==> src/rtl/egress_ctrl.sv <==
// Replays stored packets from DDR as an AXI4-Stream: reads the header beat, votes the
// triplicated length, then fetches the body in bursts that never cross a 4 KB boundary.
module egress_ctrl #(
  parameter int ADDR_WIDTH = 32,
  parameter int DATA_WIDTH = 512,
  parameter int ID_WIDTH   = 4,
  parameter logic [ADDR_WIDTH-1:0] BASE_ADDR = '0
) (
  input  logic                    clk,
  input  logic                    rst_n,
  input  logic [ADDR_WIDTH-1:0]   wr_ptr,
  output logic [ID_WIDTH-1:0]     m_axi_arid,
  output logic [ADDR_WIDTH-1:0]   m_axi_araddr,
  output logic [7:0]              m_axi_arlen,
  output logic [2:0]              m_axi_arsize,
  output logic [1:0]              m_axi_arburst,
  output logic                    m_axi_arvalid,
  input  logic                    m_axi_arready,
  input  logic [DATA_WIDTH-1:0]   m_axi_rdata,
  input  logic [1:0]              m_axi_rresp,
  input  logic                    m_axi_rlast,
  input  logic                    m_axi_rvalid,
  output logic                    m_axi_rready,
  output logic [DATA_WIDTH-1:0]   m_axis_tdata,
  output logic [DATA_WIDTH/8-1:0] m_axis_tkeep,
  output logic                    m_axis_tlast,
  output logic                    m_axis_tvalid,
  input  logic                    m_axis_tready,
  output logic                    tmr_err,
  output logic                    len_err,
  output logic                    rresp_err,
  output logic [31:0]             pkt_cnt,
  output logic [2:0]              fsm_state
);
  localparam int KW = DATA_WIDTH / 8;

  typedef enum logic [2:0] {
    IDLE    = 3'd0,
    HDR_AR  = 3'd1,
    HDR_R   = 3'd2,
    BODY_AR = 3'd3,
    BODY_R  = 3'd4,
    ERR     = 3'd5
  } state_t;

  state_t                state;
  logic [ADDR_WIDTH-1:0] rd_addr;
  logic [ADDR_WIDTH-1:0] body_addr;
  logic [4:0]            body_rem;
  logic [4:0]            beat_left;
  logic [5:0]            len_rem;

  logic [15:0] l0, l1, l2, hdr_len;
  logic [4:0]  hdr_beats;
  logic        hdr_ok;
  logic [6:0]  to_bnd, burst;
  logic        r_fire;

  function automatic logic [KW-1:0] keep_mask(input logic [6:0] n);
    logic [KW-1:0] m;
    if (n == 7'd0 || int'(n) >= KW) m = '1;
    else m = ~({KW{1'b1}} << n);
    return m;
  endfunction

  always_comb begin
    l0        = m_axi_rdata[15:0];
    l1        = m_axi_rdata[31:16];
    l2        = m_axi_rdata[47:32];
    hdr_len   = (l0 & l1) | (l1 & l2) | (l0 & l2);
    hdr_ok    = (hdr_len >= 16'd60) && (hdr_len <= 16'd1514);
    hdr_beats = hdr_len[10:6] + {4'd0, |hdr_len[5:0]};
    // Beats left before the next 4 KB page; the body burst is clipped to this.
    to_bnd    = 7'd64 - {1'b0, body_addr[11:6]};
    burst     = ({2'b00, body_rem} < to_bnd) ? {2'b00, body_rem} : to_bnd;
  end

  // Valid/ready: a beat moves on any cycle where valid and ready are both high; a source
  // holds valid and payload stable until that cycle. R is only taken when the single
  // output register is free or draining this cycle, and always in ERR to flush the bus.
  assign m_axi_rready  = (state == ERR) ||
                         ((state == HDR_R || state == BODY_R) && (!m_axis_tvalid || m_axis_tready));
  assign r_fire        = m_axi_rvalid && m_axi_rready;
  assign m_axi_arid    = '0;
  assign m_axi_arsize  = 3'd6;
  assign m_axi_arburst = 2'b01;
  assign fsm_state     = state;

  always_ff @(posedge clk or negedge rst_n) begin
    if (!rst_n) begin
      state         <= IDLE;
      rd_addr       <= BASE_ADDR;
      body_addr     <= BASE_ADDR;
      body_rem      <= '0;
      beat_left     <= '0;
      len_rem       <= '0;
      m_axi_araddr  <= BASE_ADDR;
      m_axi_arlen   <= '0;
      m_axi_arvalid <= 1'b0;
      m_axis_tdata  <= '0;
      m_axis_tkeep  <= '0;
      m_axis_tlast  <= 1'b0;
      m_axis_tvalid <= 1'b0;
      tmr_err       <= 1'b0;
      len_err       <= 1'b0;
      rresp_err     <= 1'b0;
      pkt_cnt       <= '0;
    end else begin
      tmr_err <= 1'b0;
      if (m_axis_tvalid && m_axis_tready) begin
        m_axis_tvalid <= 1'b0;
        if (m_axis_tlast) pkt_cnt <= pkt_cnt + 32'd1;
      end
      if (r_fire && m_axi_rresp != 2'b00) rresp_err <= 1'b1;

      case (state)
        IDLE: begin
          if (wr_ptr != rd_addr) begin
            state         <= HDR_AR;
            m_axi_arvalid <= 1'b1;
            m_axi_araddr  <= rd_addr;
            m_axi_arlen   <= 8'd0;
          end
        end
        HDR_AR: begin
          if (m_axi_arready) begin
            m_axi_arvalid <= 1'b0;
            state         <= HDR_R;
          end
        end
        HDR_R: begin
          if (r_fire) begin
            tmr_err <= !((l0 == l1) && (l1 == l2));
            if (!hdr_ok) begin
              len_err <= 1'b1;
              state   <= ERR;
            end else begin
              m_axis_tdata  <= m_axi_rdata;
              m_axis_tvalid <= 1'b1;
              m_axis_tlast  <= (hdr_beats == 5'd1);
              m_axis_tkeep  <= (hdr_beats == 5'd1) ? keep_mask(hdr_len[6:0]) : '1;
              len_rem       <= hdr_len[5:0];
              if (hdr_beats == 5'd1) begin
                rd_addr <= rd_addr + ADDR_WIDTH'(64);
                state   <= IDLE;
              end else begin
                body_addr <= rd_addr + ADDR_WIDTH'(64);
                body_rem  <= hdr_beats - 5'd1;
                beat_left <= hdr_beats - 5'd1;
                state     <= BODY_AR;
              end
            end
          end
        end
        BODY_AR: begin
          if (!m_axi_arvalid) begin
            m_axi_arvalid <= 1'b1;
            m_axi_araddr  <= body_addr;
            m_axi_arlen   <= 8'(burst - 7'd1);
          end else if (m_axi_arready) begin
            m_axi_arvalid <= 1'b0;
            body_addr     <= body_addr + ADDR_WIDTH'({burst, 6'b0});
            body_rem      <= body_rem - burst[4:0];
            state         <= BODY_R;
          end
        end
        BODY_R: begin
          if (r_fire) begin
            m_axis_tdata  <= m_axi_rdata;
            m_axis_tvalid <= 1'b1;
            beat_left     <= beat_left - 5'd1;
            if (beat_left == 5'd1) begin
              m_axis_tlast <= 1'b1;
              m_axis_tkeep <= keep_mask({1'b0, len_rem});
              // All bursts are issued by now, so body_addr already points past the packet.
              rd_addr      <= body_addr;
            end else begin
              m_axis_tlast <= 1'b0;
              m_axis_tkeep <= '1;
            end
            if (m_axi_rlast) state <= (body_rem == 5'd0) ? IDLE : BODY_AR;
          end
        end
        ERR: begin
          state <= ERR;
        end
        default: state <= IDLE;
      endcase
    end
  end
endmodule

==> config.mk <==
export PLATFORM = sky130hd
export DESIGN_NAME = egress_ctrl
export DESIGN_NICKNAME = d
export VERILOG_FILES = /design/src/rtl/egress_ctrl.sv
export SDC_FILE = /design/constraint.sdc
export NUM_CORES = 2
export LEC_CHECK = 0
export ABC_CLOCK_PERIOD_IN_PS = 12200
export CAP_MARGIN = 10
export CORE_AREA = 4 4 476 478
export DETAILED_ROUTE_END_ITERATION = 12
export DIE_AREA = 0 0 480 482
export PLACE_DENSITY_LB_ADDON = 0.25
export SETUP_SLACK_MARGIN = 0.4
export SYNTH_ARGS = -nofsm -noshare
export SYNTH_HDL_FRONTEND = slang
export SYNTH_SLANG_ARGS = --single-unit
==> constraint.sdc <==
create_clock -name clk -period 12.2 [get_ports clk]
set_input_delay 1.83 -clock clk [delete_from_list [all_inputs] [get_ports clk]]
set_output_delay 1.83 -clock clk [all_outputs]
set_load 0.05 [all_outputs]
* Yosys cells after proc, flatten, opt, wreduce, memory -nomap -nowiden
Cells that the tools add are included.
** Word-level totals
- Output and inout bits :: 667
- Bits of input ports :: 552
- Logic and storage cells :: 161
- Flip-flop bits (word level) :: 737
** Cells by class
- Equality and inequality tests :: 22
- Add/sub/neg operators :: 9
- Order comparisons :: 4
- Reductions and logical operators :: 32
- Bitwise gates (word level) :: 8
- Shifts and indexed selects :: 2
- Mux-type cells :: 67
** Operator list (number)
- 2-to-1 mux 512 bit :: 3
- one-hot mux 512 bit (2 select lines) :: 1
- 2-to-1 mux 64 bit :: 7
- 2-to-1 mux 32 bit :: 12
- one-hot mux 32 bit (2 select lines) :: 3
- NOT 64 bit :: 2
- one-hot mux 64 bit (2 select lines) :: 1
- << shifter 64 x 6 -> 64 bit, first input constant :: 1
- << shifter 64 x 7 -> 64 bit, first input constant :: 1
- bitwise AND 16 bit :: 3
- adder 32 x 1 -> 32 bit, second input constant :: 1
- adder 32 x 13 -> 32 bit :: 1
- adder 32 x 7 -> 32 bit, second input constant :: 1
- equality test 16 bit :: 2
- inequality test 32 bit :: 1
- bitwise OR 16 bit :: 2
- 2-to-1 mux 5 bit :: 6
- 2-to-1 mux 3 bit :: 8
- inequality test 2 bit, second input constant :: 10
- one-hot mux 5 bit (2 select lines) :: 2
- one-hot mux 3 bit (6 select lines) :: 1
- greater-or-equal comparator 16 x 6 -> 1 bit, second input constant :: 1
- less-or-equal comparator 16 x 11 -> 1 bit, second input constant :: 1
- 2-to-1 mux 8 bit :: 2
- other kinds (35) :: 71

* Depth between registers and ports, before layout
- Depth after elaboration :: 10
- Gate-level depth with buffers :: 21
- Depth with buffers taken out :: 21

* Worst setup path after synthesis
OpenSTA, ideal clock, no wires.
- Kind :: input-to-reg
- Start :: input port m_axi_rdata[3]
- End :: register rd_addr[22]
- Setup slack :: 7.126 ns
- Setup time :: 0.121 ns
- Stages :: 14
- Arrival time :: 4.953 ns
- Cell sequence :: ha_1 > a211oi_1 > nand4_1 > ha_1 > ha_1 > clkbuf_1 > nor4_1 > nand2_1 > a31o_2 > or3_1 > buf_2 > and2_4 > buf_6 > o22a_1
** Between the ends
- Word-level cells in the longest chain between the ends :: 8
- Elaborated cells between the ends (all ways) :: 13
- Classes of those cells :: 1 x add/sub; 2 x order compare; 3 x eq/ne; 4 x bitwise; 3 x reduce/logical
** Ends and longest elaborated chain
- from (decl) :: RTL line 19 : input logic [DATA_WIDTH-1:0] m_axi_rdata,
- bitwise AND 16 bit :: RTL line 70 : hdr_len = (l0 & l1) | (l1 & l2) | (l0 & l2);
- bitwise OR 16 bit :: RTL line 70
- bitwise OR 16 bit * :: RTL line 70
- OR reduction 6 bit :: RTL line 72 : hdr_beats = hdr_len[10:6] + {4'd0, |hdr_len[5:0]};
- adder 5 x 1 -> 5 bit :: RTL line 72
- equality test 5 x 1 -> 1 bit :: RTL line 143 : if (hdr_beats == 5'd1) begin
- inequality test 2 x 1 -> 1 bit (no source line)
- AND reduction 6 bit (no source line) *
- to (signal assigned) :: RTL line 144 : rd_addr <= rd_addr + ADDR_WIDTH'(64);
- to (signal assigned) :: RTL line 176 : rd_addr <= body_addr;
- to (decl) :: RTL line 47 : logic [ADDR_WIDTH-1:0] rd_addr;
Every way passes the cells marked *; elsewhere a longest branch is shown, timed or not.
A chain may end at the register's enable or synchronous reset.

* Final worst setup path
- Start :: input port m_axi_rdata[18]
- End :: register body_addr[10]
** Between the ends
- Word-level cells in the longest chain between the ends :: 8
- Elaborated cells between the ends (all ways) :: 13
- Classes of those cells :: 1 x add/sub; 2 x order compare; 3 x eq/ne; 4 x bitwise; 3 x reduce/logical
** Ends and longest elaborated chain
- bitwise AND 16 bit :: RTL line 70
- bitwise OR 16 bit * (2 in a row) :: RTL line 70
- OR reduction 6 bit :: RTL line 72
- adder 5 x 1 -> 5 bit :: RTL line 72
- equality test 5 x 1 -> 1 bit :: RTL line 143
- inequality test 2 bit (no source line)
- AND reduction 6 bit (no source line) *
- to (signal assigned) :: RTL line 147 : body_addr <= rd_addr + ADDR_WIDTH'(64);
- to (signal assigned) :: RTL line 162 : body_addr <= body_addr + ADDR_WIDTH'({burst, 6'b0});
- to (decl) :: RTL line 48 : logic [ADDR_WIDTH-1:0] body_addr;
Marks and branches as above.

==> results_dict.tcl <==
set metrics [dict create \
    synth_mux_area_frac 0.0152 \
    placed_area_um2 48400 \
    synthesis.instances 3758 \
    grt_max_degree 173 \
    cts_hold_buf 0 \
    met1_length_um 74300 \
    cts_buffers 101 \
    synth_edf_count 0 \
    cts_tree "yes" \
    intPower_mw 7.89 \
    grt_overflow 0 \
    top_layer "met5" \
    ys_seq_elements 737 \
    power_mw 15.8 \
    clock_latency_ns 0.74 \
    drt_wl_total_um 195000 \
    vdd_drop_max_v 0.000177 \
    synth_compound_area_frac 0.0922 \
    antenna_found_initial 77 \
    path_class "primary input to register" \
    p_sw_frac 0.499 \
    route.met2.wl_um 96500 \
    max_cap_violations 0 \
    ys.flop_type "dfrtp_1" \
    min_period_over_period 0.554 \
    max_slew_margin 0.0742 \
    tightest_slew_ns 1.38 \
    track_usage 0.161 \
    status "finished clean" \
    dr.pass1.iters 5 \
    mostFrequentLayoutCell "nand2_1" \
    avgRoutedWirePerCell_um 24.5 \
    endpoint_kind "register" \
    power_frac_clock 0.204 \
    p_switching_mw 7.87 \
    yosys.area_share.adder 0.0227 \
    final_cell_mix "1,757 x nand2_1, 1,191 x clkdlybuf4s50_1, 737 x dfrtp_1" \
    yosys.area.top_type_share 0.556 \
    die_x_um 480 \
    finalHoldViolations 0 \
    grt_first_pass_wirelength_um 266000 \
    std_cell_rows 173 \
    cp_data_required_time_ns 12.79 \
    cts_resized 0 \
    clkSlewWorstSetupHoldPaths_ns 0.06 \
    num-fill-cells 24235 \
    fin_skew_ns 0.0380 \
    power_frac_comb 0.531 \
    layout-drive-gt1-share 0.0598 \
    fin_crit_ns 6.76 \
    crit_fanout 23 \
    synthArstFlopShare 1.00 \
    vias_per_cell 3.94 \
    setup_ws_ns 5.44 \
    root_buffer "clkbuf_16" \
    synth_xor_area_frac 0.0274 \
    drtIter0Drc 2068 \
    clockBufferDepth 3 \
    synth_cell_type_count 81 \
    synthToLayoutAreaGrowth_pct 56.7 \
    postLayoutCellArea_um2 52000 \
    rsz0062_at_grt "false" \
    setup_tns_ns 0 \
    netlist.top_cell.by_area "dfrtp_1" \
    core_um2 222000 \
    syn_area_um2 33200 \
    nets 5501 \
    power_leakage_nw 23.6 \
    fp.dieArea_um2 231000 \
    port_buffers 1209 \
    cp-start-kind "primary input" \
    synth_top_family_by_area "simple AND/OR/NAND/NOR gates" \
    power.share.sequential 0.265 \
    syn_avg_cell_area_um2 8.83 \
    io_pins 1219 \
    grt_pass1_vias 32183 \
    clkSinkCount 737 \
    final_antenna_net_count 0 \
    fmax_mhz 148 \
    yosys_warnings 0 \
    wl_met3_um 17800 \
    hold_path_class "register to register" \
    post-dp-hpwl_um 153000 \
    p_per_area_nw_per_um2 303 \
    drc 0 \
    cts_setup_buffers 0 \
    maxSlewViolCount 0 \
    fp.dieH_um 482 \
    place_ws_ns 4.71 \
    yosys.area_share.simple 0.250 \
    h-tree-depth 3 \
    dr_total_vias 31365 \
    initial_core_util 0.150 \
    finalSetupViolCount 0 \
    synth_area_leaders "dfrtp_1 56%, nand2_1 20%, xnor2_1 2.2%, ha_1 2.1%, o21ai_0 1.8%" \
    yosysSeqAreaShare 0.556 \
    globalplace.congestion 0.888 \
    worstPathArrival_ns 7.35 \
]
[metrics by stage]
step / hold WS, ns / instances / utilization
after CTS: 0.470 / 7944 / 0.234
final: 0.465 / 7967 / 0.234
after detailed placement: 0.453 / 7762 / 0.218
after floorplan: 0.462 / 3766 / -
after global placement: 0.451 / 7762 / 0.218
after global routing: 0.484 / 7949 / 0.234
[area by class of cell]
cell class | instances | area (um^2) | area share
timing repair buffer | 1245 | 12400 | 0.239
clock buffer | 143 | 3020 | 0.0580
inverter | 48 | 180 | 0.00346
multi-input combinational | 2757 | 13600 | 0.262
clock inverter | 39 | 567 | 0.0109
tap | 2975 | 3720 | 0.0716
sequential | 737 | 18400 | 0.355
antenna | 23 | 57.6 | 0.00111
[registers in the layout, summed over array words and instances (netlist names)]
name / count
m_axis_tdata: 512
m_axis_tkeep: 64
body_addr: 32
m_axi_araddr: 32
pkt_cnt: 32
rd_addr: 32
m_axi_arlen: 8
len_rem: 6
beat_left: 5
body_rem: 5
fsm_state: 3
len_err: 1
m_axi_arvalid: 1
m_axis_tlast: 1
m_axis_tvalid: 1
rresp_err: 1
tmr_err: 1
[cells in the mapped netlist (18+ instances only)]
cell type,count
a21o_1,37
o22ai_1,18
clkbuf_1,83
nand4_1,26
a21oi_1,103
nor4_1,20
xnor2_1,82
inv_1,48
mux2_2,32
o21ai_0,121
nand2_1,1758
and3_1,26
ha_1,57
nor2_1,104
a31oi_1,21
nand3_1,53
buf_2,116
a22o_1,23
nor3_1,24
dfrtp_1,737
xor2_1,22
[layer usage]
metal / global-route usage / vias to the layer above
met4: 0.0477 / 80
met1: 0.182 / 15297
met3: 0.0623 / 270
met5: 0 / -
li1: - / 14555
met2: 0.281 / 1163
[final timing paths]
| path | startpoint | slack, ns | cells after the start | endpoint |
|---|---|---|---|---|
| hold / removal | m_axis_tkeep[0] | 0.47 | 1 | m_axis_tkeep[0] |
| max in group asynchronous | rst_n | 8.58 | 4 | m_axis_tdata[90] |
| hold reg to reg | m_axis_tkeep[0] | 0.47 | 1 | m_axis_tkeep[0] |
| setup / recovery | m_axi_rdata[18] | 5.44 | 14 | body_addr[10] |
| min in group asynchronous | rst_n | 1.01 | 1 | m_axis_tdata[466] |
| setup reg to reg | body_addr[6] | 6.37 | 18 | body_addr[27] |
[critical path, cell delays in order]
cell             delay, ns
clkdlybuf4s50_1       0.59
ha_1                  0.32
a211o_1               0.45
nor2_1                0.29
nand4_1               0.19
ha_1                  0.36
ha_1                  0.33
inv_1                 0.07
ha_1                  0.23
nand2_1               0.20
a31o_2                0.35
and2_1                0.69
and2_1                1.00
mux2_2                0.42
[cell families (layout without fill, tap and decap cells)]
kind of cell / Yosys count / in the layout
flip-flops: 737 / 737
other: 2 / 33
XOR/XNOR: 104 / 104
AND/OR/NAND/NOR: 2071 / 2071
AO/OA/AOI/OAI: 467 / 467
adder cells (fa/ha/maj): 59 / 59
multiplexers: 46 / 46
buffers and inverters: 272 / 1475
[power groups by stage]
stage / combinational (mW) / sequential [mW] / clock, mW
2_1_floorplan: 1.68 / 7.35 / 0
3_3_place_gp: 8.53 / 4.19 / 0
3_5_place_dp: 8.53 / 4.20 / 0
4_1_cts: 8.56 / 4.18 / 3.35
5_1_grt: 8.81 / 4.31 / 3.43
6_report: 8.37 / 4.17 / 3.22
Power figures use the tool's default switching activity.
